$ cat config.mk
export PLATFORM = sky130hd
export DESIGN_NAME = tsv_link_rx
export DESIGN_NICKNAME = d
export VERILOG_FILES = /design/src/rtl/tsv_link_pkg.sv /design/src/rtl/tsv_rx_fifo.sv /design/src/rtl/tsv_link_rx.sv
export SDC_FILE = /design/constraint.sdc
export NUM_CORES = 1
export LEC_CHECK = 0
export CORE_ASPECT_RATIO = 0.6
export CORE_MARGIN = 10
export CORE_UTILIZATION = 35
export CTS_CLUSTER_DIAMETER = 60
export DETAILED_ROUTE_END_ITERATION = 10
export SETUP_SLACK_MARGIN = 0.4
export SYNTH_ARGS = -nofsm -noshare
export SYNTH_HDL_FRONTEND = slang
export SYNTH_SLANG_ARGS = --single-unit
$ cat constraint.sdc
create_clock -name clk -period 4.82 [get_ports clk]
set_clock_uncertainty 0.15 [all_clocks]
set_input_delay 0.723 -clock clk [delete_from_list [all_inputs] [get_ports clk]]
set_output_delay 0.723 -clock clk [all_outputs]
set_load 0.05 [all_outputs]
$ cat src/rtl/tsv_link_pkg.sv
// tsv_link_pkg: constants and helpers shared by both ends of the inter-die
// TSV data link (tsv_link_tx on the driving die, tsv_link_rx on the receiver).
//   TSV_DATA_W      payload width, one TSV per bit
//   TSV_INIT_CREDIT credits the transmitter holds after reset (= rx FIFO depth)
//   calc_parity     even-parity bit for a payload word
package tsv_link_pkg;

   localparam int unsigned TSV_DATA_W      = 8;
   localparam int unsigned TSV_INIT_CREDIT = 4;

   // A good word satisfies calc_parity(data) == parity bit.
   function automatic logic calc_parity(input logic [TSV_DATA_W-1:0] data);
      return ^data;
   endfunction

endpackage

$ cat src/rtl/tsv_rx_fifo.sv
// tsv_rx_fifo: DEPTH x DATA_W register FIFO for the TSV receive path.
//   clk, rst_n  clock, asynchronous active-low reset
//   push        write push_data (caller guarantees !full || pop)
//   push_data   word to write
//   pop         drop the head entry
//   full/empty  occupancy flags
//   head        registered head entry (valid when !empty)
module tsv_rx_fifo #(
   parameter int unsigned DATA_W = 8,
   parameter int unsigned DEPTH  = 4
) (
   input  logic              clk,
   input  logic              rst_n,
   input  logic              push,
   input  logic [DATA_W-1:0] push_data,
   input  logic              pop,
   output logic              full,
   output logic              empty,
   output logic [DATA_W-1:0] head
);

   localparam int unsigned AW = $clog2(DEPTH);

   logic [DATA_W-1:0] mem [DEPTH];
   // Extra MSB on each pointer separates full from empty; wraps mod 2*DEPTH.
   logic [AW:0]       wr_ptr;
   logic [AW:0]       rd_ptr;

   always_ff @(posedge clk or negedge rst_n) begin
      if (!rst_n) begin
         for (int unsigned i = 0; i < DEPTH; i++) mem[i] <= '0;
         wr_ptr <= '0;
         rd_ptr <= '0;
      end else begin
         // With full && pop the write slot is the one being read out this
         // cycle, so overwriting it at the edge is safe.
         if (push) begin
            mem[wr_ptr[AW-1:0]] <= push_data;
            wr_ptr              <= wr_ptr + (AW+1)'(1);
         end
         if (pop) rd_ptr <= rd_ptr + (AW+1)'(1);
      end
   end

   always_comb begin
      empty = (wr_ptr == rd_ptr);
      full  = (wr_ptr[AW] != rd_ptr[AW]) && (wr_ptr[AW-1:0] == rd_ptr[AW-1:0]);
      head  = mem[rd_ptr[AW-1:0]];
   end

endmodule

$ cat src/rtl/tsv_link_rx.sv
// tsv_link_rx: receive endpoint of the inter-die TSV link. Captures the TSV
// bundle, checks even parity, buffers good words and hands them to local
// logic over valid/ready. Each local pop returns one credit over tsv_credit.
//   clk, rst_n          link clock, asynchronous active-low reset
//   tsv_valid/data/parity  raw TSV inputs (registered with no logic in front)
//   tsv_credit          one-cycle pulse, cycle after each pop
//   out_valid/out_data/out_ready  local consumer handshake
//   err_cnt             saturating count of parity-failed words
//   ovf                 sticky: good word dropped because the FIFO was full
//   err_clr             synchronous clear of err_cnt and ovf (wins over update)
module tsv_link_rx
   import tsv_link_pkg::*;
#(
   parameter int unsigned DATA_W = TSV_DATA_W,
   parameter int unsigned DEPTH  = TSV_INIT_CREDIT
) (
   input  logic              clk,
   input  logic              rst_n,
   input  logic              tsv_valid,
   input  logic [DATA_W-1:0] tsv_data,
   input  logic              tsv_parity,
   output logic              tsv_credit,
   output logic              out_valid,
   output logic [DATA_W-1:0] out_data,
   input  logic              out_ready,
   output logic [7:0]        err_cnt,
   output logic              ovf,
   input  logic              err_clr
);

   logic              cap_valid;
   logic [DATA_W-1:0] cap_data;
   logic              cap_parity;
   logic              par_ok;
   logic              pop;
   logic              push;
   logic              drop_full;
   logic              err_inc;
   logic              full;
   logic              empty;

   always_ff @(posedge clk or negedge rst_n) begin
      if (!rst_n) begin
         cap_valid  <= 1'b0;
         cap_data   <= '0;
         cap_parity <= 1'b0;
      end else begin
         cap_valid  <= tsv_valid;
         cap_data   <= tsv_data;
         cap_parity <= tsv_parity;
      end
   end

   always_comb begin
      par_ok    = (calc_parity(cap_data) == cap_parity);
      out_valid = !empty;
      pop       = out_valid && out_ready;
      // A pop in the same cycle frees the slot, so a full FIFO still accepts.
      push      = cap_valid && par_ok && (!full || pop);
      drop_full = cap_valid && par_ok && full && !pop;
      err_inc   = cap_valid && !par_ok && (err_cnt != 8'hFF);
   end

   tsv_rx_fifo #(
      .DATA_W (DATA_W),
      .DEPTH  (DEPTH)
   ) u_fifo (
      .clk       (clk),
      .rst_n     (rst_n),
      .push      (push),
      .push_data (cap_data),
      .pop       (pop),
      .full      (full),
      .empty     (empty),
      .head      (out_data)
   );

   always_ff @(posedge clk or negedge rst_n) begin
      if (!rst_n) begin
         err_cnt    <= '0;
         ovf        <= 1'b0;
         tsv_credit <= 1'b0;
      end else begin
         tsv_credit <= pop;
         if (err_clr) begin
            err_cnt <= '0;
            ovf     <= 1'b0;
         end else begin
            if (err_inc)   err_cnt <= err_cnt + 8'd1;
            if (drop_full) ovf     <= 1'b1;
         end
      end
   end

endmodule
-- Word-level counts from Yosys, hierarchy flattened
Index checks and enable logic that the tools add are counted.
- $add $sub $neg: 3
- magnitude comparators: 3
- equality and inequality tests: 5
- multiplexer cells: 10
- bitwise logic cells: 2
- reduce and logical (&&, ||, !) cells: 17
- operators with widths (cell ; number):
    8-bit 2-to-1 mux ; 5
    32-bit bitwise mux ; 1
    8-bit binary-select mux with 2-bit select ; 1
    8-bit demux with 2-bit select ; 1
    1-bit logical AND ; 9
    8-bit by 1-bit adder with 8-bit output (second input constant) ; 1
    8-bit != test (second input constant) ; 1
    8-bit parity ; 1
    3-bit by 1-bit adder with 3-bit output (second input constant) ; 2
    3-bit >= comparator (second input constant) ; 2
    2-bit NOT with 3-bit output ; 2
    1-bit logical NOT ; 4
    2-bit nonzero test ; 2
    3-bit == test ; 1
    3-bit by 1-bit < comparator with 1-bit output (second input constant) ; 1
    2-bit == test ; 1
    1-bit 2-to-1 mux ; 2
    1-bit == test ; 1
    1-bit logical OR ; 1
    1-bit != test ; 1
- bits in registers: 58
- input bits: 14
- logic and storage cells: 52

-- Longest topological paths before layout
- depth after elaboration: 7
- mapped depth: 7
- depth with buffers taken out: 6

-- Modules after synthesis
A second synthesis with hierarchy kept.
- cells, all modules: 180
- area, all modules: 2602.5 um2
- by module, submodules not included (module ; instances ; cells each ; area an instance (um2)):
    tsv_rx_fifo ; 1 ; 105 ; 1707.9
    tsv_link_rx ; 1 ; 75 ; 894.6

-- Least setup slack after synthesis
No wires, ideal clock.
- path kind: reg-to-reg
- start point: register cap_data[2]
- end point: register u_fifo.mem[0] (netlist name)
- library setup time: 125 ps
- data arrival time: 1975 ps
- data required time: 4545 ps
- setup slack: 2570 ps
- cell stages (with the launch flop): 6
- period minus slack after synthesis: 2250 ps
- cell sequence: dfrtp_1 -> xor2_1 -> xnor3_2 -> xnor2_4 -> nor3_4 -> mux2_2
- cells in the longest elaborated chain, start to end: 4
- RTL lines (element ; line ; RTL):
    start, declared ; tsv_link_rx.sv:32 ; logic [DATA_W-1:0] cap_data;
    start signal, assigned ; tsv_link_rx.sv:49 ; cap_data <= tsv_data;
    8-bit parity ; tsv_link_pkg.sv:13 ; return ^data;
    1-bit == test ; tsv_link_rx.sv:55 ; par_ok = (calc_parity(cap_data) == cap_parity);
    1-bit logical AND (2 in a row) ; tsv_link_rx.sv:59 ; push = cap_valid && par_ok && (!full || pop);
    end signal, assigned by index ; tsv_rx_fifo.sv:38 ; mem[wr_ptr[AW-1:0]] <= push_data;
    end, declared ; tsv_rx_fifo.sv:24 ; logic [DATA_W-1:0] mem [DEPTH];
Every way passes these cells.
A chain may end at the register's enable or synchronous reset.

-- Worst setup path after layout
- start point: register u_fifo.rd_ptr[0]
- end point: output out_data[2]
- cells in the longest elaborated chain, start to end: 4
- RTL lines (element ; line ; RTL):
    start, declared ; tsv_rx_fifo.sv:27 ; logic [AW:0] rd_ptr;
    start signal, assigned ; tsv_rx_fifo.sv:41 ; if (pop) rd_ptr <= rd_ptr + (AW+1)'(1);
    2-bit NOT with 3-bit output (implied by the code) ; tsv_rx_fifo.sv:48 ; head = mem[rd_ptr[AW-1:0]];
    8-bit binary-select mux with 2-bit select ; tsv_rx_fifo.sv:48 ;
    8-bit 2-to-1 mux (implied by the code) (2 in a row) ; tsv_rx_fifo.sv:48 ;
    end, declared ; tsv_link_rx.sv:24 ; output logic [DATA_W-1:0] out_data,
Every way passes these cells. The select of a mux whose other input is x is not followed.

==> results.tsv <==
metric	value	unit
commonest non-fill, non-tap cell in the layout	dfrtp_1	
HP Class	reg -> reg	
pin count of the biggest net entering global routing	59	
# setup viols final	0	
peak supply drop	371.0	µV
Longest Clk Path Bufs	2	
Slew HR	35.58	%
final hold viol count	0	
sequential area share after synthesis	54.82	%
post_cts resized	0	
via density per instance	4.857	
CP endpoint kind	output pin	
crit-path leading delay family	flip-flops	
status	finished clean	
setup bufs post-CTS	0	
initial antenna violation count	0	
Slew @ Worst Pin	0.9630	ns
via count	1598	
commonest cells after routing, fill and taps aside	dfrtp_1 (58), mux2_2 (34), clkdlybuf4s50_1 (31)	
Routed WL	5403	µm
Core Util, Final	46.48	%
area growth from synthesis to layout	28.12	%
crit share post-route	68.50	%
WP data required	3.95	ns
Cell variety after synth	35	
Power Dens Cells	733.4	nW/µm²
Mapped Cells	181	
I/O pin total	33	
Routed WL per cell	16.42	µm
GP Congestion	0.7000	
Primary FF master, synth	dfrtp_1	
critical path's slowest cell	dfrtp_1	
hold path start	u_fifo.rd_ptr[2]$_DFFE_PN0P_	
Hold Buf Count CTS	0	
Arrival @ worst endpoint	2.43	ns
Iter 0 DRT Violations	93	
die height	87.37	µm
TNS Setup	0	ns
number of synthesized register bits	58	
Setup CP Type	reg -> out	
Die ar.	11560	µm²
row count	24	
Slew Viols, Final	0	
share of cells above drive strength 1	29.78	%
GRT Total Usage	10.10	%
critical-path maximum fanout	11	
Syn Area/Cell	14.63	µm²
CP max stage delay	0.79	ns
IO Port Bufs	32	
r2r startpoint	cap_data[6]$_DFF_PN0_	
Lkg Pwr	1.396	nW
worst skew pair latency	0.32	ns
Worst-path clk slew	0.05	ns
Ant. Diodes	0	
max cap viols	0	
number of global-route vias before repair	1645	
total CTS buffers	9	
GR Overflow Total	0	
clock root cell	clkbuf_16	
Post-synth ARST share	100.0	%
hpwl dp	3670	µm
RSZ-0062 raised after global routing	false	
first-pass GRT wire length	9073	µm
Nets	240	
Multi-input gate area	1149	µm²
ANT nets after route	0	
crit path cell chain	mux4_2 -> clkdlybuf4s50_1	
DRC viols	0	
iteration count of the initial detailed-routing pass	4	
fmax	302.9	MHz
H-tree depth	3	
CTS tree	done	
clk sinks	58	
Setup crit start	u_fifo.rd_ptr[0]$_DFFE_PN0P_	
Initial Utilization	36.28	%
Layout fillers	650	
Syn Std Cell Area	2648	µm²
post-synth net total	201	
Final min period	3.302	ns
core box area	7297	µm²
CP Buf/Inv Count	1	
Post-synth EDFFs	0	
Chip Width	132.3	µm
sequential cell area	1451	µm²
CP startpoint kind	flip-flop	
synth warn	0	
[per-stage QoR]
stage	hold WS [ns]	std cells	cell area [µm²]	setup WS (ns)	power, mW
global placement	0.3226	313	3072	1.812	1.825
floorplan	0.2774	181	2648	2.570	1.555
detailed placement	0.3305	313	3072	1.804	1.832
global route	0.3577	329	3392	1.351	2.636
finish	0.3443	329	3392	1.518	2.488
CTS	0.3424	329	3392	1.450	2.526
[path summary, 6_finish.rpt]
kind	depth (start not counted)	slack, ns	endpoint
max	2	1.52	out_data[2]
min	1	0.34	u_fifo.rd_ptr[2]$_DFFE_PN0P_
max reg2reg	5	2.01	u_fifo.wr_ptr[1]$_DFFE_PN0P_
min reg2reg	1	0.34	u_fifo.rd_ptr[2]$_DFFE_PN0P_
max in group asynchronous	2	3.63	err_cnt[5]$_DFFE_PN0P_
min in group asynchronous	2	0.40	err_cnt[0]$_DFFE_PN0P_
[synthesized netlist by cell type, types with 2 or more instances]
master,count,area (µm²)
xnor2_1,7,61.31
mux2_1,2,22.52
a21oi_1,5,25.02
xor2_1,5,43.79
or4_1,4,30.03
nor2_1,4,15.01
mux2_2,34,382.9
inv_1,5,18.77
nand3_1,5,25.02
nor2b_1,2,12.51
dfrtp_1,58,1451
mux4_2,8,180.2
o31ai_1,4,30.03
nand2b_1,2,12.51
ha_1,6,75.07
clkbuf_1,2,7.510
nor3_4,4,65.06
nand2_1,7,26.28
[routing by layer]
layer  GRT usage, %  wire length (µm)  up-vias
li1               -                 -      742
met1          13.51              2751      815
met2          14.10              2314       39
met3          4.954               323        2
met4          2.684                13        0
met5              0                 0        -
[kinds of logic after synthesis]
logic type	share of synthesized area [%]
DFF	54.82
muxes	22.50
and+or+nand+nor	8.838
xor gates and xnor gates	6.522
AOI/OAI and AO/OA	2.693
buffers and inverters	1.796
adders and majority gates	2.835
[report_power, final]
group,internal [mW],switching [mW]
Clock,0.464,0.210
Combinational,0.461,0.537
Sequential,0.664,0.152
[layout make-up]
class / count / share of cell area [%]
Sequential cell: 58 / 42.79
Multi-Input combinational cell: 113 / 33.86
Timing Repair Buffer: 33 / 9.517
Clock buffer: 11 / 7.156
Tap cell: 104 / 3.836
Clock inverter: 5 / 2.287
Inverter: 5 / 0.5533
[worst reg2reg max path, delay by kind of cell, from the launching register on]
family / cells / cell delay, ns
xor gates and xnor gates: 3 / 1.52
and+or+nand+nor: 1 / 0.27
DFF: 1 / 0.43
muxes: 1 / 0.33
[state kept, by name, summed over array words and instances, names as in the netlist]
register,flops
err_cnt,8
ovf,1
cap_parity,1
tsv_credit,1
cap_data,8
cap_valid,1
u_fifo.rd_ptr,3
u_fifo.wr_ptr,3
u_fifo.mem,32
Note: power is estimated with default switching activity, not from simulation.
